File: src/rtl/dcp_pkg.sv
// Shared definitions for the debug control unit: FSM encodings, message
// types and the ASCII characters the formatters emit.
package dcp_pkg;

   typedef enum logic [1:0] {
      ST_IDLE = 2'd0,
      ST_SEND = 2'd1,
      ST_ACK  = 2'd2
   } tx_state_e;

   localparam logic TYPE_HEX = 1'b0;
   localparam logic TYPE_RAW = 1'b1;

   localparam logic [7:0] ASCII_0  = 8'h30;
   localparam logic [7:0] ASCII_UA = 8'h41;
   localparam logic [7:0] ASCII_LA = 8'h61;
   localparam logic [7:0] ASCII_SP = 8'h20;
   localparam logic [7:0] ASCII_CR = 8'h0D;
   localparam logic [7:0] ASCII_LF = 8'h0A;

   // Bytes in one message: the digits plus the separator, or a lone raw byte.
   function automatic logic [3:0] msg_len(input logic msg_type, input int digits);
      if (msg_type == TYPE_RAW) begin
         return 4'd1;
      end
      return 4'(digits + 1);
   endfunction

endpackage

File: src/rtl/nibble_to_ascii.sv
// Combinational hex digit to ASCII converter, shared by the debug commands
// that print numbers.
module nibble_to_ascii
   import dcp_pkg::*;
#(
   parameter bit UPPER = 1'b1
) (
   input  logic [3:0] nib,
   output logic [7:0] ascii
);

   always_comb begin
      ascii = ASCII_0 + {4'h0, nib};
      if (nib > 4'd9) begin
         ascii = (UPPER ? ASCII_UA : ASCII_LA) + {4'h0, nib} - 8'd10;
      end
   end

endmodule

File: src/rtl/hex_word_tx.sv
// Formats one 32-bit word (fixed-width hex plus separator) or one raw byte
// onto a valid/ready byte stream, handshaking with the command FSM via req/ack.
module hex_word_tx
   import dcp_pkg::*;
#(
   parameter int         DIGITS   = 8,
   parameter logic [7:0] SEP_CHAR = ASCII_SP,
   parameter bit         UPPER    = 1'b1
) (
   input  logic        clk,
   input  logic        rst,
   input  logic [31:0] dout_tx,
   input  logic        type_tx,
   input  logic        req_tx,
   output logic        ack_tx,
   output logic [7:0]  d_tx,
   output logic        vld_tx,
   input  logic        rdy_tx
);

   localparam int TOP = 4 * DIGITS - 1;

   tx_state_e   state_q, state_d;
   logic [31:0] shreg_q, shreg_d;
   logic        type_q, type_d;
   logic [3:0]  cnt_q, cnt_d;

   logic [7:0]  digit_ascii;
   logic [7:0]  byte_sel;
   logic        xfer;

   // The digit on the wire is always the top printable nibble; each accepted
   // byte shifts the next one into that position.
   nibble_to_ascii #(
      .UPPER (UPPER)
   ) u_nib (
      .nib   (shreg_q[TOP -: 4]),
      .ascii (digit_ascii)
   );

   always_comb begin
      byte_sel = digit_ascii;
      if (type_q == TYPE_RAW) begin
         byte_sel = shreg_q[7:0];
      end else if (cnt_q == 4'd1) begin
         byte_sel = SEP_CHAR;
      end
   end

   // Outputs depend only on registers, never on rdy_tx.
   assign vld_tx = (state_q == ST_SEND);
   assign ack_tx = (state_q == ST_ACK);
   assign d_tx   = vld_tx ? byte_sel : 8'h00;
   assign xfer   = vld_tx && rdy_tx;

   always_comb begin
      state_d = state_q;
      shreg_d = shreg_q;
      type_d  = type_q;
      cnt_d   = cnt_q;
      unique case (state_q)
         ST_IDLE: begin
            if (req_tx) begin
               shreg_d = dout_tx;
               type_d  = type_tx;
               cnt_d   = msg_len(type_tx, DIGITS);
               state_d = ST_SEND;
            end
         end
         ST_SEND: begin
            if (xfer) begin
               shreg_d = shreg_q << 4;
               cnt_d   = cnt_q - 4'd1;
               if (cnt_q == 4'd1) begin
                  state_d = ST_ACK;
               end
            end
         end
         ST_ACK: begin
            // Only a low req returns to IDLE, so a held req cannot restart.
            if (!req_tx) begin
               state_d = ST_IDLE;
            end
         end
         default: begin
            state_d = ST_IDLE;
         end
      endcase
   end

   always_ff @(posedge clk or posedge rst) begin
      if (rst) begin
         state_q <= ST_IDLE;
         shreg_q <= 32'h0;
         type_q  <= TYPE_HEX;
         cnt_q   <= 4'd0;
      end else begin
         state_q <= state_d;
         shreg_q <= shreg_d;
         type_q  <= type_d;
         cnt_q   <= cnt_d;
      end
   end

endmodule

File: config.mk
export PLATFORM = sky130hd
export DESIGN_NAME = hex_word_tx
export DESIGN_NICKNAME = d
export VERILOG_FILES = /design/src/rtl/dcp_pkg.sv /design/src/rtl/nibble_to_ascii.sv /design/src/rtl/hex_word_tx.sv
export SDC_FILE = /design/constraint.sdc
export NUM_CORES = 1
export LEC_CHECK = 0
export CAP_MARGIN = 20
export CORE_MARGIN = 4
export CORE_UTILIZATION = 45
export DETAILED_ROUTE_END_ITERATION = 10
export GPL_ROUTABILITY_DRIVEN = 0
export PLACE_DENSITY = 0.85
export SLEW_MARGIN = 10
export SYNTH_ARGS = -nofsm -noshare
export SYNTH_HDL_FRONTEND = slang
export SYNTH_HIERARCHICAL = 1
export SYNTH_SLANG_ARGS = --single-unit
File: constraint.sdc
create_clock -name clk -period 1.6 [get_ports clk]
set_input_delay 0.4 -clock clk [delete_from_list [all_inputs] [get_ports clk]]
set_output_delay 0.4 -clock clk [all_outputs]
set_load 0.1 [all_outputs]
== Word level (Yosys, flattened, before mapping) ==
Cells that the tools add are included.

* Order comparisons: 1
* Eq/ne operators: 7
* Muxes and demuxes: 20
* Reduce and logical (&&, ||, !) cells: 6
* Add/sub/neg operators: 4

{| class="wikitable"
|+ Operators with widths
! cell !! number
|-
| $mux W32 || 2
|-
| $pmux W32 S2 || 1
|-
| $mux W8 || 4
|-
| $mux W4 || 4
|-
| $add A7 B4 Y8 const A || 1
|-
| $mux W2 || 4
|-
| $pmux W4 S2 || 1
|-
| $sub A8 B4 Y8 const B || 1
|-
| $add A6 B4 Y7 const A || 1
|-
| $pmux W2 S3 || 1
|-
| $eq A4 B1 Y1 const B || 1
|-
| $gt A4 B4 Y1 const B || 1
|-
| $ne A2 B1 Y1 const B || 2
|-
| $ne A2 B2 Y1 const B || 2
|-
| $reduce_and A4 Y1 || 1
|-
| $sub A4 B1 Y4 const B || 1
|-
| $mux W1 || 3
|-
| $reduce_and A3 Y1 || 1
|-
| $eq A2 B1 Y1 const B || 1
|-
| $eq A2 B2 Y1 const B || 1
|-
| $logic_not A2 Y1 || 1
|-
| $reduce_and A2 Y1 || 1
|-
| $reduce_bool A2 Y1 || 1
|-
| $logic_and A1 B1 Y1 || 1
|}

* Logic and storage cells: 42
* Register bits: 39
* Output and inout port bits: 10

== Logic depth before layout (Yosys ltp) ==
* Depth after elaboration: 6
* Gate-level depth with buffers: 7
* Depth with buffers taken out: 7

== Modules after synthesis ==
The synthesis kept the hierarchy.

{| class="wikitable"
|+ Modules (own cells, without submodules)
! module !! instances !! sequential area each (sq um) !! area an instance (sq um) !! cells each
|-
| hex_word_tx || 1 || 975.9 || 1966.9 || 187
|-
| nibble_to_ascii || 1 || 0.0 || 120.1 || 15
|}

== Worst setup path after synthesis ==
No wires, ideal clock.

* Kind: register -> output
* Start: register state_q[1]
* End: output port d_tx[5]
* Required time: 1200 ps
* Stages on the path, launching flop included: 7
* Buffers on the path: 2
* Arrival: 2787 ps
* Path slack: -1587 ps
* Cells stage by stage: dfrtp_1 > buf_2 > nand2b_1 > buf_2 > inv_2 > o21ai_0 > a21oi_1

* Word-level cells in the longest chain between the ends: 2

{| class="wikitable"
|+ Ends and longest elaborated chain
! what !! RTL line !! text
|-
| start, declared || hex_word_tx.sv:23 || <nowiki>tx_state_e state_q, state_d;</nowiki>
|-
| start signal, assigned || hex_word_tx.sv:98 || <nowiki>state_q <= state_d;</nowiki>
|-
| $eq A2 B1 Y1 || hex_word_tx.sv:51 || <nowiki>assign vld_tx = (state_q == ST_SEND);</nowiki>
|-
| via vld_tx || hex_word_tx.sv:17 || <nowiki>output logic vld_tx,</nowiki>
|-
| $mux W8 || hex_word_tx.sv:53 || <nowiki>assign d_tx = vld_tx ? byte_sel : 8'h00;</nowiki>
|-
| end, declared || hex_word_tx.sv:16 || <nowiki>output logic [7:0] d_tx,</nowiki>
|}

The timed path passes the listed nets, and every way through them passes these cells.

== Worst setup path in the final report ==
* Start: register shreg_q[29]
* End: output port d_tx[1]

* Word-level cells in the longest chain between the ends: 6

{| class="wikitable"
|+ Ends and longest elaborated chain
! what !! RTL line !! text
|-
| start, declared || hex_word_tx.sv:24 || <nowiki>logic [31:0] shreg_q, shreg_d;</nowiki>
|-
| start signal, assigned || hex_word_tx.sv:99 || <nowiki>shreg_q <= shreg_d;</nowiki>
|-
| $add A7 B4 Y8 || nibble_to_ascii.sv:15 || <nowiki>ascii = (UPPER ? ASCII_UA : ASCII_LA) + {4'h0, nib} - 8'd10;</nowiki>
|-
| $sub A8 B4 Y8 || nibble_to_ascii.sv:15 ||
|-
| $mux W8 * || nibble_to_ascii.sv:14 || <nowiki>if (nib > 4'd9) begin</nowiki>
|-
| via digit_ascii[1] || hex_word_tx.sv:28 || <nowiki>logic [7:0] digit_ascii;</nowiki>
|-
| $mux W8 * || hex_word_tx.sv:45 || <nowiki>end else if (cnt_q == 4'd1) begin</nowiki>
|-
| $mux W8 * || hex_word_tx.sv:43 || <nowiki>if (type_q == TYPE_RAW) begin</nowiki>
|-
| $mux W8 * || hex_word_tx.sv:53 ||
|}

Mark *: on every way through the listed nets, which the timed path passes. The rest lies on a longest branch.

==> results.rst <==
.. list-table::
   :header-rows: 1

   * - Metric
     - Value
   * - Share of flip-flops with an asynchronous set or reset after synthesis
     - 100%
   * - Longest Clk Path Bufs
     - 2
   * - Initial cell density of the core
     - 47.3%
   * - Total die area
     - between 5000 and 6000 um2
   * - Setup repair after global routing missed its margin
     - true
   * - Clock network latency to the later pin of the worst-skew pair
     - 0.29 ns
   * - Maximum ir drop on the vdd rail
     - 1.95 mV
   * - Category of the critical setup timing path
     - register to primary output
   * - Total of flip-flops plus latches after synthesis
     - 39
   * - Pin count of the biggest net entering global routing
     - 40
   * - Area grow syn2layout
     - 56.7%
   * - Failing checks
     - setup timing
   * - TritonCTS Buffers
     - 5
   * - Wire length of the first global-routing pass
     - 9870 um
   * - Place WS
     - -0.389 ns
   * - CTS H-Tree Depth
     - 2
   * - Overall track demand over capacity in global routing
     - 21.4%
   * - Buffers added on ports
     - between 40 and 50
   * - Clock tree root buffer cell
     - sky130_fd_sc_hd__clkbuf_8
   * - DR vias
     - 1860
   * - Number of distinct library cells after synthesis
     - 35
   * - DR pass1 iterations
     - 4
   * - Cells after Synth
     - 202
   * - Yosys top cell area share
     - 46.8%
   * - Clock slew seen by the registers of the worst setup and hold paths
     - 0.07 ns
   * - Gr ovfl total
     - 0
   * - Nets
     - 314
   * - Result of the run
     - finished with violations
   * - Vert. Die Dim
     - roughly 76 um
   * - Number of buffers added to fix hold violations after cts
     - 0
   * - Cell Area, Synth
     - around 2100 um2
   * - Startpoint Class
     - register
   * - Final setup margin
     - -0.657 ns
   * - F_max
     - about 440 MHz
   * - Worst setup EP type
     - primary output
   * - Number of endpoints with negative hold slack in the final report
     - 0
   * - Number of remaining DRC errors
     - 0
   * - Synthesized area per cell
     - 10.3 um2
   * - Cell area after layout
     - 3270 um2
   * - Routed via count divided by cell count
     - between 5 and 6
   * - Minimum period implied by the final worst setup slack
     - 2.26 ns
   * - Ant. Diodes
     - 0
   * - Leading post-synthesis cells by cell area
     - sky130_fd_sc_hd__dfrtp_1 47%, sky130_fd_sc_hd__mux2i_1 14%, sky130_fd_sc_hd__o21ai_0 7.4%
   * - Via count of the first global-routing pass
     - 1986
   * - Cell type with the largest total area after synthesis
     - sky130_fd_sc_hd__dfrtp_1
   * - Number of maximum-capacitance violations
     - 0
   * - Die Wd
     - 76.1 um
   * - Worst path arrival time
     - roughly 1.9 ns
   * - Number of setup violations in the final report
     - 9
   * - Number of clock sinks
     - 39
   * - Cell leakage power
     - 1.43 nW
   * - Crit-path max FO
     - 4
   * - Post-detailed-placement half-perimeter wirelength
     - 3680 um
   * - Number of enable flip-flop cells after synthesis
     - 0
   * - Number of antenna violations at the first check in global routing
     - 0
   * - Cell area reported after detailed placement
     - just under 3000 um2
   * - PwrDens
     - 2360 nW/um2
   * - I/O pin total
     - 47
   * - Post-synthesis sequential area ratio
     - between 40% and 50%
   * - Row count
     - 24
   * - Hold/Removal Path Class
     - input port to asynchronous set/reset pin
   * - Top FF cell, synth
     - sky130_fd_sc_hd__dfrtp_1
   * - Synthesis warning total
     - 6
   * - Core Footprint
     - 4410 um2
   * - Max-slew violations
     - 0
   * - Clock tree from TritonCTS
     - yes
   * - Post-Syn Nets
     - approximately 240
   * - Share of the clock period used by the worst path
     - 141%
   * - Antenna-violating nets left
     - 0
   * - Required time reported for the critical path endpoint
     - ~1.2 ns
   * - Proportion of layout cells with a drive suffix above 1
     - between 30% and 40%
   * - Routed wire length
     - 5940 um
   * - DRT iter0 DRCs
     - between 100 and 150
   * - Post-layout total power
     - 7.73 mW
   * - Routed WL per cell
     - 18.3 um
   * - Layout Skew
     - 0.00355 ns
   * - Finished Core Util
     - 74.1%
-- routing by layer --
metal  share of wire [%]  vias up  GRT usage, %
met5                   0        -             0
met4                 1.9        0          7.69
met3                 5.5       10          6.86
met2                  53       57          36.4
met1                  40      925          25.2
li1                    -      868             -
-- synthesized netlist by cell type (2+ instances only) --
| master | number |
|---|---|
| sky130_fd_sc_hd__ha_1 | 4 |
| sky130_fd_sc_hd__clkbuf_1 | 6 |
| sky130_fd_sc_hd__nor3b_1 | 2 |
| sky130_fd_sc_hd__a22o_1 | 11 |
| sky130_fd_sc_hd__or2_1 | 2 |
| sky130_fd_sc_hd__o21ai_0 | 31 |
| sky130_fd_sc_hd__o21ai_1 | 30 |
| sky130_fd_sc_hd__buf_2 | 7 |
| sky130_fd_sc_hd__mux2i_1 | 30 |
| sky130_fd_sc_hd__nand2b_1 | 2 |
| sky130_fd_sc_hd__buf_6 | 2 |
| sky130_fd_sc_hd__a21oi_1 | 2 |
| sky130_fd_sc_hd__dfrtp_1 | 39 |
| sky130_fd_sc_hd__inv_1 | 8 |
| sky130_fd_sc_hd__nor2_1 | 6 |
-- stage by stage --
| stage | TNS (ns) | instances | hold slack [ns] |
|---|---|---|---|
| 5_1_grt | -5.37 | 325 | 0.485 |
| 4_1_cts | -4.73 | 322 | 0.470 |
| 2_1_floorplan | -2.27 | 202 | 0.469 |
| 3_3_place_gp | -8.20 | 307 | 0.494 |
| 6_report | -4.90 | 325 | 0.463 |
| 3_5_place_dp | -9.34 | 307 | 0.505 |
-- area by class of cell --
class	instances	area, um2
multi-input combinational	138	1160
fill	311	1140
sequential	39	977
timing repair buffer	80	931
clock buffer	6	82.6
tap	52	65.1
inverter	9	48.8
clock inverter	1	5.00
-- sequential cells by signal, summed over array words and instances, names as in the netlist --
register	flops
cnt_q	4
shreg_q	32
state_q	2
type_q	1
-- worst paths after layout --
check | from | end | slack [ns] | cells past startpoint
min reg2reg | shreg_q[13] | shreg_q[13] | 0.52 | 2
min in group clk | rdy_tx | state_q[1] | 0.48 | 3
max in group asynchronous | rst | shreg_q[28] | 0.92 | 3
max | shreg_q[29] | d_tx[1] | -0.66 | 7
min | rst | shreg_q[16] | 0.46 | 3
max reg2reg | state_q[1] | shreg_q[3] | 0.06 | 6
-- cells by family after synthesis --
kind of cell / Yosys count / synth area share, %
fa+ha+maj: 4 / 2.40
simple gates: 18 / 5.10
other cells: 1 / 0.180
xor+xnor: 2 / 0.839
mux: 31 / 14.9
compound gates: 82 / 24.0
buf+inv: 25 / 5.82
flops: 39 / 46.8
-- power by group --
group | internal (mW) | switching, mW
Combinational | 2.39 | 2.88
Sequential | 1.43 | 0.355
Clock | 0.338 | 0.338
Total | 4.16 | 3.57
-- layout by cell type, fill, tap and decap left out, types with 4 or more instances in the layout --
cell type / synthesis / layout
sky130_fd_sc_hd__a22o_1: 11 / 4
sky130_fd_sc_hd__a22o_4: 0 / 7
sky130_fd_sc_hd__buf_12: 0 / 14
sky130_fd_sc_hd__buf_4: 1 / 20
sky130_fd_sc_hd__buf_6: 2 / 8
sky130_fd_sc_hd__clkbuf_8: 0 / 6
sky130_fd_sc_hd__clkdlybuf4s50_1: 0 / 35
sky130_fd_sc_hd__dfrtp_1: 39 / 38
sky130_fd_sc_hd__inv_1: 8 / 4
sky130_fd_sc_hd__mux2i_1: 30 / 28
sky130_fd_sc_hd__o21ai_0: 31 / 29
sky130_fd_sc_hd__o21ai_1: 30 / 29
-- worst max-delay path, cell delays in order, from the launching register on --
cell                      delay, ns
sky130_fd_sc_hd__dfrtp_1       0.40
sky130_fd_sc_hd__inv_2         0.12
sky130_fd_sc_hd__ha_4          0.16
sky130_fd_sc_hd__nor2_4        0.04
sky130_fd_sc_hd__o21ai_4       0.21
sky130_fd_sc_hd__mux2i_2       0.29
sky130_fd_sc_hd__a22o_4        0.18
sky130_fd_sc_hd__buf_12        0.16
-- what timing repair did --
item / 4_1_cts / 5_1_grt
pin swaps: 6 / 5
setup endpoints to repair: 10 / 28
setup buffers: 9 / 4
resized for setup: 17 / 11
cloned: 1 / 0
(Power assumes the default switching activity.)
